==> src/rtl/burst_seq_ctrl.sv <==
// +---------------------------------------------------------------------------+
// | burst_seq_ctrl: start -> ready after READY_LAT, BURST_LEN stallable beats  |
// | of seed+n, then burst_end. Optional: BURST_SEQ_CTRL_TIMEOUT_EN.            |
// | Revision: 1.0                                                              |
// +---------------------------------------------------------------------------+
`default_nettype none

module burst_seq_ctrl #(
  parameter int DATA_W    = 8,
  parameter int BURST_LEN = 4,
  parameter int READY_LAT = 3,
  parameter int STALL_MAX = 8
) (
  input  logic              clk,
  input  logic              rst,
  input  logic              start,
  input  logic              stall,
  input  logic [DATA_W-1:0] data_in,
  output logic              ready,
  output logic              data_valid,
  output logic [DATA_W-1:0] data_out,
  output logic              burst_end,
  output logic              busy,
  output logic              error
);

  localparam int BCNT_W = $clog2(BURST_LEN + 1);
  localparam int LCNT_W = $clog2(READY_LAT + 1);
  localparam logic [LCNT_W-1:0] LAT_LAST  = LCNT_W'(READY_LAT - 1);
  localparam logic [BCNT_W-1:0] BEAT_LAST = BCNT_W'(BURST_LEN - 1);

  localparam logic [2:0] S_IDLE = 3'd0;
  localparam logic [2:0] S_WAIT = 3'd1;
  localparam logic [2:0] S_RDY  = 3'd2;
  localparam logic [2:0] S_DATA = 3'd3;
  localparam logic [2:0] S_END  = 3'd4;

  if (BURST_LEN < 1 || READY_LAT < 1 || STALL_MAX < 1) begin : g_param_check
    $error("burst_seq_ctrl: BURST_LEN, READY_LAT and STALL_MAX must be >= 1");
  end

  logic [2:0]        state_q, state_d;
  logic [LCNT_W-1:0] lat_cnt_q, lat_cnt_d;
  logic [BCNT_W-1:0] beat_cnt_q, beat_cnt_d;
  logic [DATA_W-1:0] seed_q, seed_d;
  logic [DATA_W-1:0] dout_q, dout_d;
  logic              error_q, error_d;
  logic              w_accept;
  logic              w_timeout;

  assign w_accept = (state_q == S_DATA) && !stall;

`ifdef BURST_SEQ_CTRL_TIMEOUT_EN
  localparam int SCNT_W = $clog2(STALL_MAX + 1);
  localparam logic [SCNT_W-1:0] STALL_LAST = SCNT_W'(STALL_MAX - 1);

  logic [SCNT_W-1:0] stall_cnt_q, stall_cnt_d;

  // Counts consecutive stalled edges; any accepted beat or leaving DATA clears it.
  always_comb begin
    stall_cnt_d = '0;
    if (state_q == S_DATA && stall) begin
      stall_cnt_d = stall_cnt_q + SCNT_W'(1);
    end
  end

  always_ff @(posedge clk or posedge rst) begin
    if (rst) begin
      stall_cnt_q <= '0;
    end else begin
      stall_cnt_q <= stall_cnt_d;
    end
  end

  assign w_timeout = (state_q == S_DATA) && stall && (stall_cnt_q == STALL_LAST);
`else
  assign w_timeout = 1'b0;
`endif

  always_ff @(posedge clk or posedge rst) begin
    if (rst) begin
      state_q <= S_IDLE;
    end else begin
      state_q <= state_d;
    end
  end

  always_comb begin
    state_d = state_q;
    case (state_q)
      S_IDLE: if (start) state_d = (READY_LAT == 1) ? S_RDY : S_WAIT;
      S_WAIT: if (lat_cnt_q == LAT_LAST) state_d = S_RDY;
      S_RDY:  state_d = S_DATA;
      S_DATA: begin
        if (w_accept && beat_cnt_q == BEAT_LAST) begin
          state_d = S_END;
        end else if (w_timeout) begin
          state_d = S_END;
        end
      end
      S_END:  state_d = S_IDLE;
      default: state_d = S_IDLE;
    endcase
  end

  always_comb begin
    ready      = (state_q == S_RDY);
    data_valid = (state_q == S_DATA);
    burst_end  = (state_q == S_END);
    busy       = (state_q != S_IDLE);
    data_out   = dout_q;
    error      = error_q;
  end

  // dout_q tracks seed + beat_cnt but freezes on the final beat so END and IDLE show it.
  always_comb begin
    lat_cnt_d  = lat_cnt_q;
    beat_cnt_d = beat_cnt_q;
    seed_d     = seed_q;
    dout_d     = dout_q;
    error_d    = (start && state_q != S_IDLE) || w_timeout;
    case (state_q)
      S_IDLE: begin
        if (start) begin
          seed_d    = data_in;
          lat_cnt_d = LCNT_W'(1);
        end
      end
      S_WAIT: lat_cnt_d = lat_cnt_q + LCNT_W'(1);
      S_RDY: begin
        beat_cnt_d = '0;
        dout_d     = seed_q;
      end
      S_DATA: begin
        if (w_accept) begin
          beat_cnt_d = beat_cnt_q + BCNT_W'(1);
          if (beat_cnt_q != BEAT_LAST) begin
            dout_d = dout_q + DATA_W'(1);
          end
        end
      end
      default: ;
    endcase
  end

  always_ff @(posedge clk or posedge rst) begin
    if (rst) begin
      lat_cnt_q  <= '0;
      beat_cnt_q <= '0;
      seed_q     <= '0;
      dout_q     <= '0;
      error_q    <= 1'b0;
    end else begin
      lat_cnt_q  <= lat_cnt_d;
      beat_cnt_q <= beat_cnt_d;
      seed_q     <= seed_d;
      dout_q     <= dout_d;
      error_q    <= error_d;
    end
  end

endmodule

`default_nettype wire

==> config.mk <==
export PLATFORM = sky130hd
export DESIGN_NAME = burst_seq_ctrl
export DESIGN_NICKNAME = d
export VERILOG_FILES = /design/src/rtl/burst_seq_ctrl.sv
export SDC_FILE = /design/constraint.sdc
export NUM_CORES = 1
export LEC_CHECK = 0
export ABC_CLOCK_PERIOD_IN_PS = 2100
export BUFFER_PORTS_ARGS = -buffer_cell sky130_fd_sc_hd__buf_2
export CAP_MARGIN = 20
export CORE_MARGIN = 3
export CORE_UTILIZATION = 50
export CTS_BUF_LIST = sky130_fd_sc_hd__clkbuf_4 sky130_fd_sc_hd__clkbuf_8
export CTS_CLUSTER_SIZE = 25
export DETAILED_ROUTE_END_ITERATION = 8
export HOLD_SLACK_MARGIN = 0.03
export PLACE_DENSITY = 0.72
export SLEW_MARGIN = 20
export SYNTH_ARGS = -nofsm -noshare
export SYNTH_HDL_FRONTEND = slang
export SYNTH_SLANG_ARGS = --single-unit
==> constraint.sdc <==
create_clock -name clk -period 2.1 [get_ports clk]
set_clock_uncertainty 0.15 [all_clocks]
set_input_delay 0 -clock clk [delete_from_list [all_inputs] [get_ports clk]]
set_output_delay 0 -clock clk [all_outputs]
set_load 0.05 [all_outputs]
==> results.py <==
metrics = {
    "detailed_routing": {
        "drc": 0,
        "drt_wl_total_um": 2620,
        "num_vias": 1038,
        "antenna_left": 0,
        "wl_per_cell_um": 13.9,
        "drtPass1Iterations": 4,
        "drtIter0Drc": 32,
        "via_per_inst": 5.52,
    },
    "yosys": {
        "synth_top_cell_by_area": "dfrtp_1",
        "synth-seq-cells": 25,
        "synth_nets": 136,
        "netlist.area_leader.share": 0.505,
        "synthCells": 120,
        "synth_most_common_cell": "dfrtp_1",
        "ys_types": 31,
        "synthesis.area_mm2": 0.00124,
        "ys.flop_type": "dfrtp_1",
        "netlist_top_cells_area": "dfrtp_1, mux2_2, o21ai_0",
        "synth-edff-count": 0,
        "synth_warnings": 0,
        "seq_area_frac_synth": 0.505,
        "avgSynthCellArea_um2": 10.3,
        "synthArstFlopShare": 1.00,
        "ys_top_cells_by_count": "dfrtp_1, nand2_1, o21ai_0",
    },
    "setup_path": {
        "cp-end-kind": "flip-flop",
        "required_ns": 2.19,
        "worstSetupStartpointType": "flip-flop",
        "crit_fanout": 4,
        "path_buf_inv": 0,
        "critical_path.max_stage_delay_ns": 0.47,
        "crit_type": "flip-flop to flip-flop",
        "cp_cell_sequence": "ha_1 -> ha_2 -> or3_4 -> or4_1 -> o211ai_1",
        "crit_slowest_cell": "or4_1",
        "crit_family": "simple AND/OR/NAND/NOR gates",
        "cp.arrival_ns": 2.12,
    },
    "clock_network": {
        "cts_tree": "built",
        "cts_buffers": 3,
        "ctsLongestPathBuffers": 2,
        "clockRootBuffer": "clkbuf_4",
        "clock_latency_ns": 0.32,
        "clk_pin_slew_ns": 0.14,
        "clock-sinks": 25,
        "htreeDepth": 1,
    },
    "sta": {
        "post-route-period-util": 0.963,
        "finalSetupViolations": 0,
        "hold_violations": 0,
        "worstMarginPinSlew_ns": 0.444,
        "fin_setup_tns_ns": 0,
        "drv_slew": 0,
        "setup_slack_ns": 0.0769,
        "max_freq_ghz": 0.494,
        "whs_ns": 0.0880,
        "period_minus_slack_ns": 2.02,
        "max_slew_margin": 0.704,
    },
    "power": {
        "powerDensity_mw_per_mm2": 1540,
        "power.leakage_nw": 0.719,
        "ir_worst_vdd_v": 0.000996,
    },
    "job": {
        "max_cap_violations": 0,
    },
    "floorplan": {
        "dieArea_mm2": 0.00311,
        "start_util": 0.544,
        "die_w_um": 55.8,
        "die_h_um": 55.8,
        "rows": 17,
        "num_io_pins": 25,
        "core_area_mm2": 0.00228,
    },
    "grt": {
        "grt_first_pass_wirelength_um": 4570,
        "overflow": 0,
        "grt_pass1_vias": 1041,
        "grt_use_total": 0.181,
        "grt_max_degree": 26,
        "grt_antenna_before_repair": 0,
    },
    "final_layout": {
        "fillers": 185,
        "layout.nets": 177,
        "diodes": 0,
        "stdcell_area_mm2": 0.00155,
        "drive_gt1_frac": 0.294,
        "area_growth_pct": 25.3,
        "post-route-util": 0.682,
    },
    "placed_design": {
        "dpl.hpwl_um": 1900,
        "port-buffer-count": 24,
        "place.gp.congestion": 0.805,
        "postPlaceCellArea_mm2": 0.00139,
        "place_ws_ns": 0.0591,
    },
    "outcome": {
        "status": "finished clean",
    },
    "min_path": {
        "hp-class": "input port to asynchronous set/reset pin",
    },
}
sequential cells by signal (all words and copies together) (netlist names):
signal and flops:
beat_cnt_q 3, data_out 8, error 1, lat_cnt_q 2
seed_q 8, state_q 3
stage by stage:
stage,instances,power [mW]
floorplan,120,1.84
global placement,171,2.06
detailed placement,171,2.13
CTS,186,2.36
global route,188,2.57
finish,188,2.39
worst paths after layout:
check | from | to | slack, ns | cells after the start
hold reg to reg | lat_cnt_q[0]$_DFFE_PP0P_ | lat_cnt_q[0]$_DFFE_PP0P_ | 0.37 | 1
max in group asynchronous | rst | state_q[0]$_DFFE_PP0P_ | 1.46 | 4
setup / recovery | beat_cnt_q[0]$_DFFE_PP0P_ | data_out[7]$_DFFE_PP0P_ | 0.08 | 5
min in group clk | data_in[3] | seed_q[3]$_DFFE_PP0P_ | 0.29 | 3
hold / removal | rst | lat_cnt_q[0]$_DFFE_PP0P_ | 0.09 | 4
setup reg to reg | beat_cnt_q[0]$_DFFE_PP0P_ | data_out[7]$_DFFE_PP0P_ | 0.08 | 5
where the power goes:
group          switching (mW)  internal [mW]  total [mW]
clock network           0.147         0.0728       0.220
logic                   0.812          0.452        1.26
registers               0.207          0.703       0.910
routing by layer:
layer  share of wire  track usage  vias up
met4           0.017       0.0660        0
met2            0.47        0.299       34
met3           0.052       0.0348        7
met1            0.46        0.235      489
li1                -            -      508
met5               0            0        -
worst register-to-register path, delay by kind of cell (launching register included):
kind                       cells  cell delay (ns)
and+or+nand+nor                2             0.86
DFF                            1             0.42
adders and majority gates      2             0.40
AOI/OAI and AO/OA              1             0.12
cells in the final DEF, fill, tap and decap left out, drive strengths merged:
| master | count |
|---|---|
| a221o | 1 |
| buf | 28 |
| or3b | 1 |
| a211o | 1 |
| nand3 | 5 |
| nand4 | 3 |
| and3b | 1 |
| dfrtp | 25 |
| a22oi | 1 |
| dlygate4sd3 | 11 |
| inv | 7 |
| nor3b | 1 |
| a2bb2oi | 1 |
| a21o | 2 |
| nor2 | 5 |
| or4 | 1 |
| ha | 4 |
| o22ai | 1 |
| mux2 | 8 |
| and2 | 4 |
| a21oi | 8 |
| nand3b | 3 |
| nor3 | 1 |
| nand2 | 13 |
| clkbuf | 3 |
| clkinvlp | 1 |
| o211ai | 2 |
| o21ai | 13 |
| or3 | 3 |
| nand2b | 2 |
kinds of logic after synthesis:
logic type / Yosys count / synth area share
compound gates: 30 / 0.142
mux: 8 / 0.0727
simple gates: 43 / 0.200
flops: 25 / 0.505
fa+ha+maj: 4 / 0.0404
buf+inv: 10 / 0.0394
timing repair:
action                     4_1_cts  5_1_grt
hold endpoints to repair        44        0
setup endpoints to repair        0        4
gates resized for setup          0        4
hold buffers                    11        0
setup buffers                    0        2
final cells by class:
class | instances | area [um2] | share of cell area
inverter | 7 | 26.3 | 0.0169
tap | 28 | 35.0 | 0.0226
clock buffer | 3 | 22.5 | 0.0145
multi-input combinational | 85 | 572 | 0.369
sequential | 25 | 628 | 0.405
clock inverter | 1 | 7.51 | 0.00484
timing repair buffer | 39 | 260 | 0.168
(Power assumes the default switching activity.)
